**src/rtl/lights_pkg.sv**
```systemverilog
// Shared definitions for the turn-signal lights sequencer: FSM states,
// request classes, lamp patterns and the decode/lamp lookup helpers.
package lights_pkg;

  typedef enum logic [2:0] {
    IDLE = 3'd0,
    L1   = 3'd1,
    L2   = 3'd2,
    L3   = 3'd3,
    R1   = 3'd4,
    R2   = 3'd5,
    R3   = 3'd6,
    LR3  = 3'd7
  } state_t;

  typedef enum logic [1:0] {
    REQ_NONE  = 2'd0,
    REQ_LEFT  = 2'd1,
    REQ_RIGHT = 2'd2,
    REQ_HAZ   = 2'd3
  } req_t;

  // Lamp bit0 is the innermost lamp, so a sweep fills from the inside out.
  localparam logic [2:0] LAMPS_OFF = 3'b000;
  localparam logic [2:0] LAMPS_ONE = 3'b001;
  localparam logic [2:0] LAMPS_TWO = 3'b011;
  localparam logic [2:0] LAMPS_ALL = 3'b111;

  localparam int REQ_SYNC_STAGES = 2;

  // Both turn levers at once is treated the same as the hazard switch.
  function automatic req_t decode_req(input logic hazard,
                                      input logic left,
                                      input logic right);
    req_t req;
    if (hazard || (left && right)) begin
      req = REQ_HAZ;
    end else if (left) begin
      req = REQ_LEFT;
    end else if (right) begin
      req = REQ_RIGHT;
    end else begin
      req = REQ_NONE;
    end
    return req;
  endfunction

  function automatic logic [2:0] left_lamps(input state_t state);
    logic [2:0] lamps;
    case (state)
      L1:      lamps = LAMPS_ONE;
      L2:      lamps = LAMPS_TWO;
      L3:      lamps = LAMPS_ALL;
      LR3:     lamps = LAMPS_ALL;
      default: lamps = LAMPS_OFF;
    endcase
    return lamps;
  endfunction

  function automatic logic [2:0] right_lamps(input state_t state);
    logic [2:0] lamps;
    case (state)
      R1:      lamps = LAMPS_ONE;
      R2:      lamps = LAMPS_TWO;
      R3:      lamps = LAMPS_ALL;
      LR3:     lamps = LAMPS_ALL;
      default: lamps = LAMPS_OFF;
    endcase
    return lamps;
  endfunction

endpackage

```
**src/rtl/sync_edge_detect.sv**
```systemverilog
// Synchronizes a slow asynchronous square wave into the clk domain and
// emits a one-cycle pulse for each rising edge.
module sync_edge_detect #(
  parameter int DEPTH = 2
) (
  input  logic clk,
  input  logic reset,
  input  logic async_in,
  output logic rise
);

  logic [DEPTH-1:0] sync_q;
  logic             history_q;
  logic [DEPTH-1:0] valid_q;
  logic             armed_q;

  // The armed flag only sets once a genuine low has travelled through the
  // chain, so an input already high at reset release cannot fake an edge.
  always_ff @(posedge clk or posedge reset) begin
    if (reset) begin
      sync_q    <= '0;
      history_q <= 1'b0;
      valid_q   <= '0;
      armed_q   <= 1'b0;
    end else begin
      sync_q    <= {sync_q[DEPTH-2:0], async_in};
      history_q <= sync_q[DEPTH-1];
      valid_q   <= {valid_q[DEPTH-2:0], 1'b1};
      if (valid_q[DEPTH-1] && !sync_q[DEPTH-1]) begin
        armed_q <= 1'b1;
      end
    end
  end

  assign rise = sync_q[DEPTH-1] & ~history_q & armed_q;

endmodule

```
**src/rtl/lights_sequencer.sv**
```systemverilog
// Turn-signal / hazard lamp sequencer: advances one state per rising edge
// of the divided lights clock and drives registered lamp outputs.
module lights_sequencer
  import lights_pkg::*;
#(
  parameter int SYNC_STAGES = 2
) (
  input  logic       clk,
  input  logic       reset,
  input  logic       step_clk,
  input  logic       left,
  input  logic       right,
  input  logic       hazard,
  output logic [2:0] la,
  output logic [2:0] ra,
  output logic       busy
);

  logic   step;
  logic   [2:0] req_meta;
  logic   [2:0] req_sync;
  req_t   req;
  state_t state;
  state_t next_state;

  sync_edge_detect #(
    .DEPTH(SYNC_STAGES)
  ) u_step_sync (
    .clk     (clk),
    .reset   (reset),
    .async_in(step_clk),
    .rise    (step)
  );

  always_ff @(posedge clk or posedge reset) begin
    if (reset) begin
      req_meta <= '0;
      req_sync <= '0;
    end else begin
      req_meta <= {hazard, left, right};
      req_sync <= req_meta;
    end
  end

  assign req = decode_req(req_sync[2], req_sync[1], req_sync[0]);

  // Every branch waits for step, except unknown encodings which bail out to IDLE at once.
  always_comb begin
    next_state = state;
    case (state)
      IDLE: begin
        if (step) begin
          case (req)
            REQ_HAZ:   next_state = LR3;
            REQ_LEFT:  next_state = L1;
            REQ_RIGHT: next_state = R1;
            default:   next_state = IDLE;
          endcase
        end
      end
      L1, L2: begin
        if (step) begin
          if (req == REQ_HAZ) begin
            next_state = LR3;
          end else if (req == REQ_LEFT) begin
            next_state = (state == L1) ? L2 : L3;
          end else begin
            next_state = IDLE;
          end
        end
      end
      R1, R2: begin
        if (step) begin
          if (req == REQ_HAZ) begin
            next_state = LR3;
          end else if (req == REQ_RIGHT) begin
            next_state = (state == R1) ? R2 : R3;
          end else begin
            next_state = IDLE;
          end
        end
      end
      L3, R3, LR3: begin
        if (step) begin
          next_state = IDLE;
        end
      end
      default: next_state = IDLE;
    endcase
  end

  // Lamps are registered from next_state so they move on the same edge as the state.
  always_ff @(posedge clk or posedge reset) begin
    if (reset) begin
      state <= IDLE;
      la    <= LAMPS_OFF;
      ra    <= LAMPS_OFF;
      busy  <= 1'b0;
    end else begin
      state <= next_state;
      la    <= left_lamps(next_state);
      ra    <= right_lamps(next_state);
      busy  <= (next_state != IDLE);
    end
  end

endmodule

```
**config.mk**
```make
export PLATFORM = sky130hd
export DESIGN_NAME = lights_sequencer
export DESIGN_NICKNAME = d
export VERILOG_FILES = /design/src/rtl/lights_pkg.sv /design/src/rtl/sync_edge_detect.sv /design/src/rtl/lights_sequencer.sv
export SDC_FILE = /design/constraint.sdc
export NUM_CORES = 1
export LEC_CHECK = 0
export CAP_MARGIN = 40
export CORE_UTILIZATION = 30
export DETAILED_ROUTE_END_ITERATION = 16
export HOLD_SLACK_MARGIN = 0.12
export PLACE_DENSITY_LB_ADDON = 0.12
export SLEW_MARGIN = 5
export SYNTH_ARGS = -nofsm -noshare
export SYNTH_HDL_FRONTEND = slang
export SYNTH_SLANG_ARGS = --single-unit
```
**constraint.sdc**
```tcl
create_clock -name clk -period 2.8 [get_ports clk]
set_input_delay 0.28 -clock clk [delete_from_list [all_inputs] [get_ports clk]]
set_output_delay 0.28 -clock clk [all_outputs]
set_load 0.1 [all_outputs]
```
* Word level (Yosys, flattened, before mapping)
Index checks and enable logic that the tools add are counted.
** Word-level totals
- Word-level logic and storage cells :: 58
- Input port bits :: 6
- Flip-flop bits (word level) :: 22
** Operators by class
- Mux-type cells :: 17
- Equality and inequality tests :: 17
- Bitwise logic cells :: 3
- Reduce and logical (&&, ||, !) cells :: 11
** Operators with widths (count)
- 3-bit case mux with 3 select lines :: 3
- 3-bit == test, second input constant :: 8
- 3-bit 2-to-1 mux :: 7
- 3-bit by 2-bit == test with 1-bit output, second input constant :: 4
- 3-bit case mux with 4 select lines :: 1
- 2-bit 2-to-1 mux :: 5
- 2-bit OR reduction :: 4
- 3-bit by 1-bit == test with 1-bit output, second input constant :: 2
- 2-bit == test, second input constant :: 2
- 3-bit logical NOT :: 1
- 3-bit nonzero test :: 1
- 3-bit OR reduction :: 1
- 1-bit AND :: 2
- 2-bit by 1-bit == test with 1-bit output, second input constant :: 1
- 1-bit logical AND :: 2
- 1-bit logical NOT :: 1
- 1-bit logical OR :: 1
- 1-bit 2-to-1 mux :: 1
- 1-bit inverter :: 1

* Depth between registers and ports, before layout
- Depth after elaboration :: 11
- Mapped depth :: 6

* Cells and area by module
A second synthesis with hierarchy kept.
** Second synthesis, totals
- Cells, all modules :: 59
- Area, all modules :: 750.7 µm²
** Modules (own cells, without submodules)
- lights_sequencer :: cells each 47, area each 574.3 µm², instances 1, sequential area each 400.4 µm²
- sync_edge_detect :: cells each 12, area each 176.4 µm², instances 1, sequential area each 150.1 µm²

* Least setup slack after synthesis
No wires, ideal clock.
- Path kind :: reg2reg
- Start point :: reg state[2]
- End point :: reg la[0]
- Library setup time :: 0.138 ns
- Setup slack :: 1.366 ns
- Required time :: 2.662 ns
- Cell stages (with the launch flop) :: 7
- Arrival time :: 1.297 ns
- Path buffers :: 0
- Cells stage by stage :: dfrtp_1 -> o21bai_1 -> a21oi_1 -> nor2_1 -> o311a_4 -> clkinv_4 -> a22oi_2
** Between the ends
- Elaborated cells on any way between the ends :: 28
** RTL lines
- start, declared :: line lights_sequencer.sv:23 : state_t state;
- start signal, assigned :: line lights_sequencer.sv:100 : state <= next_state;
- 3-bit by 2-bit == test with 1-bit output, or another cell as far along :: line lights_sequencer.sv:50 : case (state)
- 3-bit OR reduction / 2-bit OR reduction (equally long branches) :: line lights_sequencer.sv:50
- 3-bit case mux with 4 select lines * :: line lights_sequencer.sv:50
- net next_state[2] :: line lights_sequencer.sv:24 : state_t next_state;
- 3-bit == test / 3-bit by 2-bit == test with 1-bit output (equally long branches) :: line lights_pkg.sv:50 : case (state)
- 2-bit OR reduction (no source line)
- 3-bit case mux with 3 select lines * :: line lights_pkg.sv:50
- end signal, assigned :: line lights_sequencer.sv:101 : la <= left_lamps(next_state);
- end, declared :: line lights_sequencer.sv:14 : output logic [2:0] la,
The timed path passes the listed nets; every way through them passes the cells marked *.
A chain may end at the register's enable or synchronous reset.

* Final worst setup path
- Start point :: reg state[2]
- End point :: reg la[1]
The elaborated chain is that of the path after synthesis.

==> run summary <==
slew margin rel.: 48.6%
Synth Register Bits: 22
Critical Path Start Type: flip-flop
final worst path period share: 57.0%
cell area after synthesis: 855 µm²
grt ovf: 0
initial antenna violation count: 0
largest net degree at the start of global routing: 23
WL/cell: 11.4 µm
Crit. End Element: flip-flop
HP Start: req_meta[0]
Horiz. Die Dim: 55.4 µm
Die Y: 55.4 µm
Mapped Cells: 67
Hold/Removal Path Class: flip-flop to flip-flop
Routed WL: 1260 µm
IO Port Bufs: 12
Layout area overhead: 17.1%
I/O pin cnt: 13
FF-to-FF Start: state[2]
first-pass GRT wire length: 2320 µm
# setup viols final: 0
R2R Path End: la[1]
Post-CTS Resized: 0
Top cell by count, worst path: a21oi_1
Unique masters post-synth: 28
layout cells sized above 1: 23.8%
via count of the first global-routing pass: 521
setup slack, reg-to-reg: 1.20 ns
clock tree buffer depth: 2
Sink Count: 22
Worst Path Arrival: 1.75 ns
reg2reg path depth: 6
Critical Path RT: 2.96 ns
fin crit period: 1.60 ns
Pins Over Slew Limit: 0
register area share after synthesis: 64.4%
crit path cell chain: o21bai_1 > a21oi_1 > nor2_1 > o311a_4 > clkinv_4 > a21oi_1
nets@finish: 88
Initial Util: 33.0%
CP max-delay cell: dfrtp_1
RSZ-0062 raised after global routing: no
Max Freq: 0.627 GHz
Reg area: 551 µm²
Core Region: 2590 µm²
Cell Rows: 18
First-pass DRT Iterations: 2
Avg Cell Area, Syn: 12.8 µm²
post-route ant nets: 0
TNS Setup: 0 ns
DR DRC count: 0
H-tree Lvls: 1
Levels on crit path: 6
Multi-input gate area: 253 µm²
gpl congestion: 0.770
final number of hold-violating endpoints: 0
vias: 518
CTS Buf Count: 3
Clock Skew: 0.00289 ns
Crit Path Category: flip-flop to flip-flop
area of the die: 3070 µm²
Hold Buf Count CTS: 0
CTS tree: yes
# Max-Cap Violations: 0
Hold Path Depth: 0
total track usage: 9.31%
WHS Endpoint: req_sync[0]
CP bufs+invs: 1
CP top delay family: compound AO/OA/AOI/OAI gates
Syn. warnings: 0
via density per instance: 4.71
DRT iter0 DRCs: 2
DP Wirelength: 906 µm
clock transition at the registers of the reported paths: 0.11 ns
synthesized net count: 73
outcome: complete, no violations
measured slew at the worst slew-check pin: 0.771 ns
worst-skew pair later-pin latency: 0.29 ns
CTS root buf: clkbuf_4
slowest stage delay, CP: 0.48 ns
n_diodes: 0
# fillers: 243
Setup Fix Bufs, Post-CTS: 0
Worst Path Max Fanout: 7
logic make-up after synthesis:
kind of cell    count (synthesis)  share of synthesized area, %
simple gates                   18                          10.8
mux                             1                          1.17
other cells                     1                         0.439
buf+inv                        10                          6.00
compound gates                 15                          17.1
flops                          22                          64.4
area by class of cell:
| type | instances | share of cell area, % |
|---|---|---|
| Clock buffer | 3 | 2.25 |
| Inverter | 8 | 3.50 |
| Multi-Input combinational cell | 35 | 25.2 |
| Sequential cell | 22 | 55.0 |
| Tap cell | 30 | 3.75 |
| Timing Repair Buffer | 12 | 10.2 |
how the worst max path moves through the flow:
| stage | from | endpoint | slack (ns) |
|---|---|---|---|
| 6_report | state[2] | la[1] | 1.20 |
| 5_1_grt | u_step_sync.sync_q[1] | busy | 1.08 |
| 4_1_cts | state[2] | la[1] | 1.20 |
| 3_3_place_gp | state[2] | la[1] | 1.21 |
| 3_5_place_dp | state[2] | la[1] | 1.22 |
| 2_1_floorplan | state[2] | la[0] | 1.37 |
Yosys cell counts:
cell type | count | area (µm²)
a21oi_1 | 2 | 10.0
conb_1 | 1 | 3.75
dfrtp_1 | 22 | 551
a22oi_2 | 2 | 25.0
nand3b_1 | 1 | 7.51
buf_6 | 1 | 11.3
o211ai_1 | 2 | 15.0
inv_1 | 5 | 18.8
o211ai_2 | 1 | 12.5
o31a_1 | 1 | 8.76
nand2_1 | 3 | 11.3
o311a_4 | 1 | 21.3
a21o_1 | 1 | 7.51
nand3_1 | 1 | 5.00
and2_1 | 1 | 6.26
o21ai_0 | 1 | 5.00
buf_2 | 1 | 5.00
o2111ai_1 | 1 | 8.76
and3b_1 | 1 | 8.76
or3b_2 | 1 | 8.76
o21bai_1 | 1 | 7.51
clkinv_4 | 1 | 8.76
mux2i_1 | 1 | 10.0
inv_2 | 2 | 7.51
o221ai_1 | 1 | 8.76
o311ai_2 | 1 | 16.3
nand4bb_1 | 1 | 11.3
nor2_1 | 9 | 33.8
layout by cell type (no fill, tap or decap), types with 2 or more instances in the layout:
| cell type | instances |
|---|---|
| nand2_1 | 3 |
| a21oi_1 | 2 |
| dfrtp_1 | 22 |
| nor2_1 | 9 |
| inv_2 | 2 |
| clkdlybuf4s50_1 | 5 |
| clkbuf_4 | 3 |
| a22oi_2 | 2 |
| o211ai_1 | 2 |
| inv_1 | 5 |
| buf_4 | 7 |
registers in the layout, summed over array words and instances, names as in the netlist:
signal	cells
la	3
ra	3
req_meta	3
req_sync	3
state	3
u_step_sync.sync_q	2
u_step_sync.valid_q	2
busy	1
u_step_sync.armed_q	1
u_step_sync.history_q	1
layer usage:
layer  routed length, µm  vias to the layer above  track usage, %
li1                    -                      253               -
met1                 643                      256            13.7
met2                 566                        7            13.3
met3                  34                        2            1.64
met4                  13                        0            4.29
met5                   0                        -               0
metrics by stage:
step / setup WS, ns / util [%] / hold WS [ns] / instances / instance area [µm²]
floorplan: 1.37 / - / 0.269 / 67 / 855
global placement: 1.21 / 37.8 / 0.333 / 107 / 978
detailed placement: 1.22 / 37.8 / 0.335 / 107 / 978
CTS: 1.20 / 38.6 / 0.360 / 110 / 1000
global route: 1.08 / 38.6 / 0.375 / 110 / 1000
finish: 1.20 / 38.6 / 0.355 / 110 / 1000
Power is left out: the tool's default activity adds up to more than one toggle a clock period on the data nets, which glitch-free logic cannot reach.
